<file path="config.mk">
export PLATFORM = sky130hd
export DESIGN_NAME = binary_to_bcd_fsm
export DESIGN_NICKNAME = d
export VERILOG_FILES = /design/src/rtl/binary_to_bcd_pkg.sv /design/src/rtl/binary_to_bcd_fsm_add3.sv /design/src/rtl/binary_to_bcd_fsm.sv
export SDC_FILE = /design/constraint.sdc
export NUM_CORES = 1
export LEC_CHECK = 0
export BUFFER_PORTS_ARGS = -buffer_cell sky130_fd_sc_hd__buf_2
export CAP_MARGIN = 20
export CORE_UTILIZATION = 39
export DETAILED_ROUTE_END_ITERATION = 16
export PLACE_DENSITY = 0.69
export SKIP_LAST_GASP = 1
export SLEW_MARGIN = 30
export SYNTH_ARGS = -nofsm -noshare
export SYNTH_HDL_FRONTEND = slang
export SYNTH_SLANG_ARGS = --single-unit
</file>
<file path="constraint.sdc">
create_clock -name clk -period 3.87 [get_ports clk]
set_clock_uncertainty 0.1 [all_clocks]
set_input_delay 0.387 -clock clk [delete_from_list [all_inputs] [get_ports clk]]
set_output_delay 0.387 -clock clk [all_outputs]
set_load 0.02 [all_outputs]
</file>
<file path="src/rtl/binary_to_bcd_pkg.sv">
// Shared types and constants for the sequential binary-to-BCD converter.
package binary_to_bcd_pkg;

    typedef enum logic [1:0] {
        IDLE    = 2'd0,
        CONVERT = 2'd1,
        DONE    = 2'd2
    } state_t;

    localparam int BCD_DIGIT_W = 4;
    localparam logic [3:0] ADD3_THRESH = 4'd5;

    // True when DIGITS decimal digits can hold the largest WIDTH-bit value.
    function automatic bit digits_sufficient(input int width, input int digits);
        longint max_bin;
        longint pow10;
        max_bin = (longint'(1) <<< width) - 1;
        pow10   = 1;
        for (int i = 0; i < digits; i++) begin
            pow10 = pow10 * 10;
        end
        return pow10 > max_bin;
    endfunction

endpackage

</file>
<file path="src/rtl/binary_to_bcd_fsm_add3.sv">
// One double-dabble digit corrector: adds 3 when the digit is 5 or more.
module bcd_add3_digit
    import binary_to_bcd_pkg::*;
(
    input  logic [3:0] digit_in,
    output logic [3:0] digit_out
);

    // Input never exceeds 9, so the sum fits in 4 bits.
    assign digit_out = (digit_in >= ADD3_THRESH) ? digit_in + 4'd3 : digit_in;

endmodule

</file>
<file path="src/rtl/binary_to_bcd_fsm.sv">
// Sequential shift-and-add-3 binary-to-BCD converter with start/busy/done handshake.
// Optional leading-zero blank mask output enabled by B2BCD_ZERO_BLANK_EN.
module binary_to_bcd_fsm
    import binary_to_bcd_pkg::*;
#(
    parameter int WIDTH  = 8,
    parameter int DIGITS = 3
) (
    input  logic                  clk,
    input  logic                  reset,
    input  logic                  start,
    input  logic [WIDTH-1:0]      bin_in,
    output logic                  busy,
    output logic                  done,
`ifdef B2BCD_ZERO_BLANK_EN
    output logic [DIGITS-1:0]     blank_mask,
`endif
    output logic [4*DIGITS-1:0]   bcd_out
);

    localparam int SCR_W = BCD_DIGIT_W * DIGITS;
    localparam int CNT_W = $clog2(WIDTH + 1);

    if (!digits_sufficient(WIDTH, DIGITS)) begin : g_bad_params
        $error("binary_to_bcd_fsm: DIGITS too small for WIDTH");
    end

    state_t             state_reg;
    logic               busy_reg;
    logic               done_reg;
    logic [SCR_W-1:0]   bcd_reg;
    logic [SCR_W-1:0]   scratch_reg;
    logic [WIDTH-1:0]   bin_reg;
    logic [CNT_W-1:0]   cnt_reg;
    logic [SCR_W-1:0]   scratch_adj;
    logic [SCR_W-1:0]   scratch_next;
    logic               accept;

    for (genvar gi = 0; gi < DIGITS; gi++) begin : g_add3
        bcd_add3_digit u_add3 (
            .digit_in  (scratch_reg[gi*BCD_DIGIT_W +: BCD_DIGIT_W]),
            .digit_out (scratch_adj[gi*BCD_DIGIT_W +: BCD_DIGIT_W])
        );
    end

    // The bit leaving the top of the scratch field is always zero.
    assign scratch_next = {scratch_adj[SCR_W-2:0], bin_reg[WIDTH-1]};
    assign accept       = start && (state_reg == IDLE || state_reg == DONE);

`ifdef B2BCD_ZERO_BLANK_EN
    logic [DIGITS-1:0] blank_reg;
    logic [DIGITS-1:0] blank_next;

    assign blank_next[0] = 1'b0;
    for (genvar gi = 1; gi < DIGITS; gi++) begin : g_blank
        assign blank_next[gi] = (scratch_next[SCR_W-1:gi*BCD_DIGIT_W] == '0);
    end
    assign blank_mask = blank_reg;
`endif

    always_ff @(posedge clk) begin
        if (reset) begin
            state_reg   <= IDLE;
            busy_reg    <= 1'b0;
            done_reg    <= 1'b0;
            bcd_reg     <= '0;
            scratch_reg <= '0;
            bin_reg     <= '0;
            cnt_reg     <= '0;
`ifdef B2BCD_ZERO_BLANK_EN
            blank_reg   <= '0;
`endif
        end else if (accept) begin
            state_reg   <= CONVERT;
            busy_reg    <= 1'b1;
            done_reg    <= 1'b0;
            bin_reg     <= bin_in;
            scratch_reg <= '0;
            cnt_reg     <= CNT_W'(WIDTH);
        end else begin
            case (state_reg)
                IDLE: begin
                    busy_reg <= 1'b0;
                    done_reg <= 1'b0;
                end
                CONVERT: begin
                    scratch_reg <= scratch_next;
                    bin_reg     <= bin_reg << 1;
                    cnt_reg     <= cnt_reg - CNT_W'(1);
                    if (cnt_reg == CNT_W'(1)) begin
                        state_reg <= DONE;
                        busy_reg  <= 1'b0;
                        done_reg  <= 1'b1;
                        bcd_reg   <= scratch_next;
`ifdef B2BCD_ZERO_BLANK_EN
                        blank_reg <= blank_next;
`endif
                    end
                end
                DONE: begin
                    state_reg <= IDLE;
                    done_reg  <= 1'b0;
                end
                default: begin
                    state_reg <= IDLE;
                    busy_reg  <= 1'b0;
                    done_reg  <= 1'b0;
                end
            endcase
        end
    end

    assign busy    = busy_reg;
    assign done    = done_reg;
    assign bcd_out = bcd_reg;

endmodule

</file>
Yosys cells after proc, flatten, opt, wreduce, memory -nomap -nowiden
Index checks and enable logic that the tools add are counted.
{"block": "totals", "latchBits": 0, "ramBits": 0, "romBits": 0, "reg_bits": 40, "out_inout_bits": 14, "mem_count": 0, "inputBits": 11, "word_cells": 49}
{"block": "classes", "n_addsub": 4, "mux": 13, "n_bitwise": 3, "n_lt_le_gt_ge": 3, "reduce_logical": 10, "multipliers": 0, "eq_ne": 7, "shift": 0, "div_mod_pow": 0}
{"op": "two-way mux 4 bit", "count": 4}
{"op": "two-way mux 8 bit", "count": 2}
{"op": "greater-or-equal comparator 4 x 3 -> 1 bit, second input constant", "count": 3}
{"op": "adder 4 x 2 -> 4 bit, second input constant", "count": 2}
{"op": "inequality test 2 bit, second input constant", "count": 3}
{"op": "AND reduction 2 bit", "count": 3}
{"op": "== test 4 x 1 -> 1 bit, second input constant", "count": 1}
{"op": "one-hot mux 2 bit (2 select lines)", "count": 1}
{"op": "subtractor 4 x 1 -> 4 bit, second input constant", "count": 1}
{"op": "adder 3 x 2 -> 3 bit, second input constant", "count": 1}
{"op": "two-way mux 1 bit", "count": 3}
{"op": "two-way mux 3 bit", "count": 1}
{"op": "inequality test 3 bit, second input constant", "count": 1}
{"op": "NOT 1 bit", "count": 3}
{"op": "AND reduction 3 bit", "count": 1}
{"op": "OR reduction 3 bit", "count": 1}
{"op": "== test 2 x 1 -> 1 bit, second input constant", "count": 1}
{"op": "== test 2 bit, second input constant", "count": 1}
{"op": "zero test 2 bit", "count": 1}
{"op": "two-way mux 2 bit", "count": 1}
{"op": "one-hot mux 1 bit (2 select lines)", "count": 1}
{"op": "nonzero test 2 bit", "count": 1}
{"op": "OR reduction 2 bit", "count": 1}
{"op": "logical AND 1 bit", "count": 1}
{"op": "logical OR 1 bit", "count": 1}

Depth between registers and ports, before layout
Gate-level depths: netlist of the first run.
{"block": "logic_depth", "depth_word": 5, "depth_mapped": 6, "depth_no_buf": 6}

Cells and area by module
Synthesis of the first run repeated with hierarchy kept, for this count alone.
{"block": "unflattened", "cells_unflattened": 234, "hier_area_um2": 1859.3}
{"module": "binary_to_bcd_fsm", "n_inst": 1, "seq_area_each_um2": 800.8, "cells_per_inst": 186, "area_each_um2": 1555.2}
{"module": "bcd_add3_digit", "n_inst": 3, "seq_area_each_um2": 0.0, "cells_per_inst": 16, "area_each_um2": 101.3}

Worst setup path after synthesis of the first run
Ideal clock, no wire load.
{"block": "synth_timing", "path_type": "register to register", "from": "register cnt_reg[0]", "to": "register bcd_reg[5], in the netlist bcd_out[5]", "t_required_ns": 3.703, "setup_ns": 0.067, "t_arrival_ns": 1.466, "path_buffers": 1, "path_stages_with_launch": 6, "path_slack_ns": 2.237, "period_less_slack_ns": 1.633, "path_cell_list": "dfxtp_1 > ha_1 > or3b_4 > or3_1 > buf_6 > o21ai_2"}
{"block": "synth_via", "elab_chain_cells": 2}
{"item": "start: declaration", "line": "binary_to_bcd_fsm.sv:34", "source": "logic [CNT_W-1:0] cnt_reg;"}
{"item": "start signal: assignment", "line": "binary_to_bcd_fsm.sv:79", "source": "cnt_reg <= CNT_W'(WIDTH);"}
{"item": "start signal: assignment", "line": "binary_to_bcd_fsm.sv:89", "source": "cnt_reg <= cnt_reg - CNT_W'(1);"}
{"item": "== test 4 x 1 -> 1 bit", "line": "binary_to_bcd_fsm.sv:90", "source": "if (cnt_reg == CNT_W'(1)) begin"}
{"item": "AND reduction 3 bit (no source line)"}
{"item": "end signal: assignment", "line": "binary_to_bcd_fsm.sv:94", "source": "bcd_reg <= scratch_next;"}
{"item": "end: declaration", "line": "binary_to_bcd_fsm.sv:31", "source": "logic [SCR_W-1:0] bcd_reg;"}
No other way between the ends.
A chain may end at the register's enable or synchronous reset.

Final worst setup path of the first run
{"block": "layout_timing", "from": "register state_reg[1]", "to": "register bcd_reg[2], in the netlist bcd_out[2]"}
{"block": "layout_via", "elab_chain_cells": 5, "word_cells_on_any_way": 7, "cone_classes": "2 x eq/ne; 1 x bitwise; 4 x reduce/logical"}
{"item": "start: declaration", "line": "binary_to_bcd_fsm.sv:28", "source": "state_t state_reg;"}
{"item": "start signal: assignment", "line": "binary_to_bcd_fsm.sv:63", "source": "state_reg <= IDLE;"}
{"item": "start signal: assignment", "line": "binary_to_bcd_fsm.sv:74", "source": "state_reg <= CONVERT;"}
{"item": "start signal: assignment", "line": "binary_to_bcd_fsm.sv:91", "source": "state_reg <= DONE;"}
{"item": "== test 2 bit or zero test 2 bit (tied branches)", "line": "binary_to_bcd_fsm.sv:48", "source": "assign accept = start && (state_reg == IDLE || state_reg == DONE);"}
{"item": "logical OR 1 bit", "line": "binary_to_bcd_fsm.sv:48"}
{"item": "logical AND 1 bit", "line": "binary_to_bcd_fsm.sv:48"}
{"item": "NOT 1 bit (no source line)"}
{"item": "AND reduction 3 bit (no source line) (*)"}
Every way passes the cells marked *; elsewhere a longest branch is shown, timed or not.

==> flow_summary.ini, run 1 <==
[synth]
yosysUniqueCellTypes = 29
avgSynthCellArea_um2 = 8.76
synth_edf_count = 0
synth_top_cell_by_area = dfxtp_1
yosysMostFrequentCell = dfxtp_1
synth.top_cell.area_share_pct = 45.2
yosysSeqAreaShare_pct = 45.2
synth_common_cells = dfxtp_1 (40), nor2_1 (22), nand2_1 (21)
synthArstFlopShare_pct = 0
postSynthCellCount = 202
syn_nets = 221
syn-cell-area_mm2 = 0.00177
synthTopCellsByArea = dfxtp_1 (45%), ha_1 (5.7%), nor2_1 (4.7%)
ys.flop_type = dfxtp_1
synth_warnings = 0
ys_seq_elements = 40

[sta]
worstMarginPinSlew_ps = 903
slew_violations = 0
hold-worst-slack_ps = 268
timing.final.crit_share_pct = 50.7
period_minus_slack_ps = 1960
setup_viol = 0
slew_headroom_pct = 39.8
final_hold_viol_count = 0
max_freq_mhz = 510
rsz0062_at_grt = no
finalSetupTns_ps = 0

[clocking]
cts_buffers = 5
cts.sinks = 40
clkSlewWorstSetupHoldPaths_ps = 70
cts_resized = 0
postCtsHoldBufs = 0
clkLatencyLatePin_ps = 300
cts_tree = done
cts.path.max_buffers = 2
post_cts_buffers = 0
htree_levels = 2
cts-root-buf = clkbuf_8

[die]
die_area_mm2 = 0.00481
rows = 24
core_mm2 = 0.00435
die_x_um = 69.4
boundaryPins = 25
start_util_pct = 40.7
die_h_um = 69.4

[route]
via_per_inst = 5.23
drt_iter0_markers = 100
postRouteAntennaNets = 0
route.met2.wl_mm = 1.52
topRoutingLayerUsed = met4
wirelength_met1_mm = 1.85
vias = 1449
met3_length_um = 182
avgRoutedWirePerCell_um = 13.1
drc = 0
wl_mm = 3.63
dr.pass1.iters = 4

[final_layout]
syn2layout_area_growth_pct = 14.1
final_cells = 277
fin_util_pct = 46.4
diodes = 0
fin_area_mm2 = 0.00202
drive_above_1_share_pct = 19.1
fin_nets = 243
n_fill_cell = 438

[critical_path]
critical_path.max_fanout = 22
endpoint_kind = flip-flop
arrival_ps = 2090
crit_type = reg -> reg
start_kind = flip-flop
worstPathRequired_ps = 4000
r2r_setup_slack_ps = 1910

[pwr]
vdd_drop_max_mv = 0.151
power_leakage_uw = 0.000770
powerDensity_mw_per_mm2 = 430

[place]
gp_congestion = 0.776
post_dp_cell_area_mm2 = 0.00191
dp_cells = 269
hpwl_mm = 2.46
numPortBuffers = 24

[grt]
antenna_found_initial = 0
overflow = 0
grt_usage_pct = 16.2
grt_pass1_wl_mm = 6.16
grt_max_degree = 27
grt_pass1_vias = 1321

[min_path]
min_path_type = in -> reg

[job]
cap_violations = 0

[outcome]
outcome = completed
-- cells in the final DEF (no fill, tap or decap), drive strengths merged --
cell type  Yosys  final
buf            7     25
nand3b         6      6
bufinv         0      1
a21oi         13     13
clkinv         0      1
nand3          3      3
mux2           3      3
o22ai         10     10
a211oi         8      8
xor2           1      1
a311oi         3      3
or3b           1      1
nor3           8      8
inv            9      9
or3            1      1
nor2b          1      1
nor2          23     23
clkbuf         3      6
mux2i          1      1
nand2         21     21
o21ai         12     12
nor4           1      1
xnor2          5      5
nor3b          6      6
ha             8      8
nand2b         8      8
dfxtp         40     40
-- worst max-delay path: stages, from the launching register on --
cell and delay (ps):
dfxtp_1 320, nand2b_1 560, or3_1 720, o21ai_2 190
-- power by group --
group	total, µW	switching, µW	internal [µW]
combinational	93.0	57.4	35.6
clock	336	144	191
sequential	441	12.2	429
-- stage by stage --
stage / total power [µW] / setup WS (ps)
final: 870 / 1910
after global routing: 908 / 1650
after CTS: 879 / 1900
after detailed placement: 543 / 1950
after global placement: 542 / 1970
after floorplan: 520 / 2240
-- kinds of logic (layout without fill, tap and decap cells) --
kind of cell / after synthesis / in the layout / synth area share, %
AOI/OAI and AO/OA: 46 / 46 / 16.7
xor gates and xnor gates: 6 / 6 / 2.97
adders and majority gates: 8 / 8 / 5.65
buffers and inverters: 19 / 42 / 4.73
DFF: 40 / 40 / 45.2
muxes: 4 / 4 / 2.47
and+or+nand+nor: 79 / 79 / 22.2
-- final cells by class --
type | instances | area, µm² | area share (%)
repair buffers | 25 | 128 | 6.32
well taps | 52 | 65.1 | 3.22
flip-flops and latches | 40 | 801 | 39.6
multi-input cells | 143 | 886 | 43.8
clock buffers | 6 | 72.6 | 3.59
clock inverters | 2 | 35.0 | 1.73
inverters | 9 | 33.8 | 1.67
-- path summary, 6_finish.rpt --
check / start / end / depth (start not counted)
setup / recovery: state_reg[1] / bcd_out[2] / 3
setup reg to reg: state_reg[1] / bcd_out[2] / 3
hold / removal: bin_in[3] / bin_reg[3] / 3
hold reg to reg: busy / busy / 2
-- routing by layer --
layer,GRT usage [%],vias up
met1,22.5,663
met5,0,-
li1,-,744
met2,23.8,33
met4,7.26,0
met3,3.92,9
Power figures use the tool's default switching activity.
==> inputs of run 2 (changes only) <==
--- a/config.mk
+++ b/config.mk
@@ -5,11 +5,12 @@
 export SDC_FILE = /design/constraint.sdc
 export NUM_CORES = 1
 export LEC_CHECK = 0
+export ABC_AREA = 1
 export BUFFER_PORTS_ARGS = -buffer_cell sky130_fd_sc_hd__buf_2
 export CAP_MARGIN = 20
 export CORE_UTILIZATION = 39
 export DETAILED_ROUTE_END_ITERATION = 16
-export PLACE_DENSITY = 0.69
+export PLACE_DENSITY = 0.71
 export SKIP_LAST_GASP = 1
 export SLEW_MARGIN = 30
 export SYNTH_ARGS = -nofsm -noshare
==> constraint.sdc (replaced) <==
create_clock -name clk -period 1.7 [get_ports clk]
set_clock_uncertainty 0.1 [all_clocks]
set_input_delay 0.17 -clock clk [delete_from_list [all_inputs] [get_ports clk]]
set_output_delay 0.17 -clock clk [all_outputs]
set_load 0.02 [all_outputs]
==> run 2 against run 1 <==
Worst hold slack got worse by 260 ps; maximum frequency grew 38%; first-iteration DRC count fell by 19%; non-clock buffer count grew 6; synthesized cell count increased by 40%; largest cell class unchanged; highest routed layer unchanged.
==> flow_summary.ini, run 2 <==
[sta]
timing.final.crit_share_pct = 83.9
hold-worst-slack_ps = 3.31
slew_violations = 0
rsz0062_at_grt = no
period_minus_slack_ps = 1430
max_freq_mhz = 701
final_hold_viol_count = 0
setup_viol = 0
finalSetupTns_ps = 0
worstMarginPinSlew_ps = 341
layout_setup_ws_ps = 274
slew_headroom_pct = 77.2

[route]
wl_mm = 4.07
drt_iter0_markers = 81
wirelength_met1_mm = 1.91
vias = 1770
postRouteAntennaNets = 0
met3_length_um = 223
via_per_inst = 4.68
drc = 0
dr.pass1.iters = 4
route.met2.wl_mm = 1.89
avgRoutedWirePerCell_um = 10.8
topRoutingLayerUsed = met4

[synth]
yosysMostFrequentCell = nand2_1
synthTopCellsByArea = dfxtp_1 (41%), nand2_1 (13%), inv_1 (8.4%)
syn_nets = 301
ys.flop_type = dfxtp_1
synth_common_cells = nand2_1 (66), inv_1 (44), dfxtp_1 (40)
synth_edf_count = 0
yosysUniqueCellTypes = 23
synthArstFlopShare_pct = 0
synth.top_cell.area_share_pct = 40.7
postSynthCellCount = 282
ys_seq_elements = 40
avgSynthCellArea_um2 = 6.97
synth_top_cell_by_area = dfxtp_1
yosysSeqAreaShare_pct = 40.7
synth_warnings = 0
syn-cell-area_mm2 = 0.00197

[die]
rows = 25
start_util_pct = 41.1
die_area_mm2 = 0.00533
boundaryPins = 25
core_mm2 = 0.00479
die_x_um = 73.0
die_h_um = 73.0

[critical_path]
worst-path-buf-inv = 3
cpMostUsedCell = nand2_1
cpPeakStageDelay_ps = 380
endpoint_kind = flip-flop
cpMaxStageDelayCell = dfxtp_1
arrival_ps = 1530
crit_chain = inv_1 > ha_1 > inv_1 > nand2_1 > nand3_1 > nand2_1 > nand2_1 > nand2_1 > nand2_1 > inv_1
critical_path.max_fanout = 5
crit_type = reg -> reg
worstPathRequired_ps = 1800
r2r-start = scratch_reg[4]
reg2regPathDepth = 10
r2r_setup_slack_ps = 270
cp_top_family = simple AND/OR/NAND/NOR gates
start_kind = flip-flop
r2r-end = scratch_reg[5]

[grt]
grt_max_degree = 17
grt_pass1_vias = 1649
overflow = 0
antenna_found_initial = 0
grt_pass1_wl_mm = 7.18
grt_usage_pct = 17.6

[pwr]
vdd_drop_max_mv = 0.476
powerDensity_mw_per_mm2 = 892
power_leakage_uw = 0.00113

[clocking]
cts_buffers = 5
clkSlewWorstSetupHoldPaths_ps = 80
cts_resized = 0
htree_levels = 2
post_cts_buffers = 0
cts_tree = done
cts.path.max_buffers = 2
clkLatencyLatePin_ps = 290
cts.sinks = 40
cts-root-buf = clkbuf_8
postCtsHoldBufs = 0

[place]
gp_congestion = 0.811
place_ws_ps = 295
numPortBuffers = 24
hpwl_mm = 2.86

[job]
cap_violations = 0

[min_path]
hold_depth = 3
min_path_type = in -> reg
min_from = bin_in[0]
whs_endpoint = bin_reg[0]

[final_layout]
drive_above_1_share_pct = 17.4
fin_nets = 329
final_common_cell = nand2_1
syn2layout_area_growth_pct = 14.3
final_cell_mix = nand2_1 (66), inv_1 (44), dfxtp_1 (40)
diodes = 0

[outcome]
outcome = completed
==> run 2: cell count changes after synthesis, sizes merged, moves of 8 or more <==
cell	previous run	this run
o22ai	10	0
a21oi	13	28
nand2	21	69
inv	9	46
a211oi	8	0
nand3	3	17
nand2b	8	0
==> run 2: worst max-delay path by stage <==
| stage | startpoint | end | slack (ps) | cells after the start |
|---|---|---|---|---|
| after CTS | scratch_reg[4] | scratch_reg[5] | 290 | 10 |
| after floorplan | scratch_reg[4] | scratch_reg[5] | 430 | 10 |
| after global placement | cnt_reg[1] | bcd_out[0] | 330 | 5 |
| final | scratch_reg[4] | scratch_reg[5] | 270 | 10 |
| after detailed placement | scratch_reg[4] | scratch_reg[5] | 300 | 10 |
| after global routing | scratch_reg[4] | scratch_reg[5] | 120 | 10 |
==> run 2: power by group <==
group	switching [µW]	internal, µW	leakage, µW
Combinational	205	122	0.000748
Clock	325	324	0.0000510
Sequential	36.4	992	0.000326
Total	567	1440	0.00113
==> run 2: cells by family after synthesis <==
kind of cell	Yosys count	share of synthesized area [%]
adders and majority gates	8	5.09
buffers and inverters	56	12.2
and+or+nand+nor	128	28.4
AOI/OAI and AO/OA	50	13.6
DFF	40	40.7
==> run 2: cell type report <==
cell class | count | area (µm²)
Clock inverter | 2 | 10.0
Fill cell | 513 | 2540
Clock buffer | 6 | 82.6
Timing Repair Buffer | 31 | 173
Multi-Input combinational cell | 186 | 925
Tap cell | 67 | 83.8
Inverter | 46 | 173
Sequential cell | 40 | 801
==> run 2: worst reg2reg max path: cells and delay by family (launching register included) <==
kind | cells | cell delay (ps)
adder cells (fa/ha/maj) | 1 | 220
AND/OR/NAND/NOR | 6 | 450
flip-flops | 1 | 380
buffers and inverters | 3 | 190
==> run 2: through the flow <==
step	total power [µW]	instances	util (%)	cell area [µm²]
2_1_floorplan	1290	282	-	1970
3_3_place_gp	1370	370	45.0	2150
3_5_place_dp	1370	370	45.0	2150
4_1_cts	2030	378	47.0	2250
5_1_grt	2140	378	47.0	2250
6_report	2000	378	47.0	2250
==> run 2: layer usage <==
metal  GRT usage, %  up-vias
li1               -      945
met1           22.1      777
met2           29.6       42
met3           4.28        6
met4           5.45        0
met5              0        -
==> inputs of run 3 (changes only) <==
==> constraint.sdc (replaced) <==
create_clock -name clk -period 1.3 [get_ports clk]
set_clock_uncertainty 0.1 [all_clocks]
set_input_delay 0.13 -clock clk [delete_from_list [all_inputs] [get_ports clk]]
set_output_delay 0.13 -clock clk [all_outputs]
set_load 0.02 [all_outputs]
==> run 3 against run 2 <==
Global-route usage increased by 0.34 points; clock power grew 54%; critical path depth shrank 3; via count increased by 8.4%; sequential power grew 32%; power increased by 48%; cell count grew 6.9%; sequential share of layout area fell by 6.4 points; highest routed layer unchanged.
==> flow_summary.ini, run 3 (synthesized netlist as in run 2, its figures left out) <==
[clocking]
htree_levels = 2
clkLatencyLatePin_ps = 290
cts_buffers = 5
cts_tree = done
cts.path.max_buffers = 2
cts-root-buf = clkbuf_8
cts.sinks = 40
clkSlewWorstSetupHoldPaths_ps = 80

[final_layout]
regArea_um2 = 818
multi_input_area_mm2 = 0.00118
fin_nets = 355
diodes = 0
final_cell_mix = nand2_1 (48), inv_1 (33), dfxtp_1 (30)
syn2layout_area_growth_pct = 42.2
drive_above_1_share_pct = 41.2
n_fill_cell = 429
final_common_cell = nand2_1

[place]
place_ws_ps = -46.0
numPortBuffers = 24
gp_congestion = 0.806
hpwl_mm = 3.08

[pwr]
p_sw_uw = 840
combPwrFrac_pct = 20.7
switching_share_pct = 28.3
p_clk_share_pct = 33.6
powerDensity_mw_per_mm2 = 1060
pwr-share-seq_pct = 45.7
p_int_uw = 2130
power_leakage_uw = 0.00136
vdd_drop_max_mv = 0.576

[min_path]
min_from = reset
hold_depth = 3
whs_endpoint = bcd_out[11]
min_path_type = in -> reg

[critical_path]
crit_type = reg -> reg
cp_top_family = flip-flops
r2r-start = state_reg[1]
worstPathRequired_ps = 1390
crit_chain = inv_1 > nand2_4 > nor2_4 > buf_6 > clkbuf_16 > nor2_2 > nor2_1
critical_path.max_fanout = 6
cpPeakStageDelay_ps = 390
start_kind = flip-flop
reg2regPathDepth = 7
cpMaxStageDelayCell = dfxtp_1
endpoint_kind = flip-flop
r2r-end = bcd_out[0]
r2r_setup_slack_ps = 10
arrival_ps = 1380
worst-path-buf-inv = 3

[job]
cap_violations = 0

[grt]
grt_pass1_vias = 1801
grt_pass1_wl_mm = 7.41
grt_usage_pct = 17.9
overflow = 0
grt_max_degree = 17
antenna_found_initial = 0

[sta]
setup_viol = 0
worstMarginPinSlew_ps = 236
hold-worst-slack_ps = 80.3
slew_violations = 0
timing.final.crit_share_pct = 99.0
final_hold_viol_count = 0
layout_setup_ws_ps = 13.4
rsz0062_at_grt = yes
max_freq_mhz = 777
slew_headroom_pct = 84.1
period_minus_slack_ps = 1290

[die]
boundaryPins = 25
die_x_um = 73.0
die_h_um = 73.0
die_area_mm2 = 0.00533
rows = 25
start_util_pct = 41.1
core_mm2 = 0.00479

[route]
drc = 0
drt_iter0_markers = 88
wl_mm = 4.86
dr.pass1.iters = 4
via_per_inst = 4.75
postRouteAntennaNets = 0
vias = 1918
avgRoutedWirePerCell_um = 12.0

[outcome]
outcome = completed
[run 3: cell types whose count changed in the layout (fill, tap and decap cells not counted), sizes merged]
cell         change
clkinv           -1
dlygate4sd3      +3
clkbuf           +1
bufinv           +1
buf             +22
[run 3: cell type report]
| cell class | count | area share, % |
|---|---|---|
| multi-input combinational | 186 | 42.3 |
| sequential | 40 | 29.3 |
| timing repair buffer | 57 | 14.9 |
| inverter | 46 | 6.71 |
| tap | 67 | 3.00 |
| clock buffer | 6 | 2.60 |
| clock inverter | 2 | 1.25 |
[run 3: metrics by stage]
stage                     total power (µW)  instances  TNS (ps)  instance area (µm²)  util (%)
after CTS                             2870        398      -120                 2470      51.6
after detailed placement              1850        387      -344                 2290      47.9
after floorplan                       1690        282         0                 1970         -
final                                 2970        404         0                 2800      58.4
after global routing                  3130        404      -209                 2800      58.4
after global placement                1840        387      -135                 2290      47.9
[run 3: worst max-delay path by stage]
stage / startpoint / to / cells after the start / slack [ps]
floorplan: scratch_reg[4] / scratch_reg[5] / 10 / 30
global placement: cnt_reg[1] / bcd_out[4] / 8 / -30
detailed placement: cnt_reg[1] / bcd_out[7] / 8 / -50
CTS: state_reg[0] / bcd_out[0] / 5 / -30
global route: scratch_reg[8] / scratch_reg[10] / 10 / -40
finish: state_reg[1] / bcd_out[0] / 7 / 10
[run 3: worst reg2reg max path, delay by kind of cell (launching register included)]
family	cells	cell delay, ps
DFF	1	390
and+or+nand+nor	4	320
buffers and inverters	3	370
[run 3: metal layers]
metal | vias to the layer above | share of wire [%] | track usage [%]
li1 | 992 | - | -
met1 | 884 | 45 | 21.4
met2 | 38 | 50 | 30.0
met3 | 4 | 4.1 | 6.22
met4 | 0 | 0.64 | 5.66
met5 | - | 0 | 0
[run 3: power groups by stage]
stage,clock (µW),combinational (µW),sequential (µW)
finish,1000,616,1360
global route,1080,687,1370
CTS,1020,498,1350
detailed placement,0,478,1370
global placement,0,469,1370
floorplan,0,317,1370
[run 3: what timing repair did]
item	CTS	global route
gates cloned	0	1
endpoints found under the hold margin	3	0
pin swaps	2	29
hold buffers	3	0
setup buffers	0	5
resized for setup	15	81
setup endpoints to repair	22	28
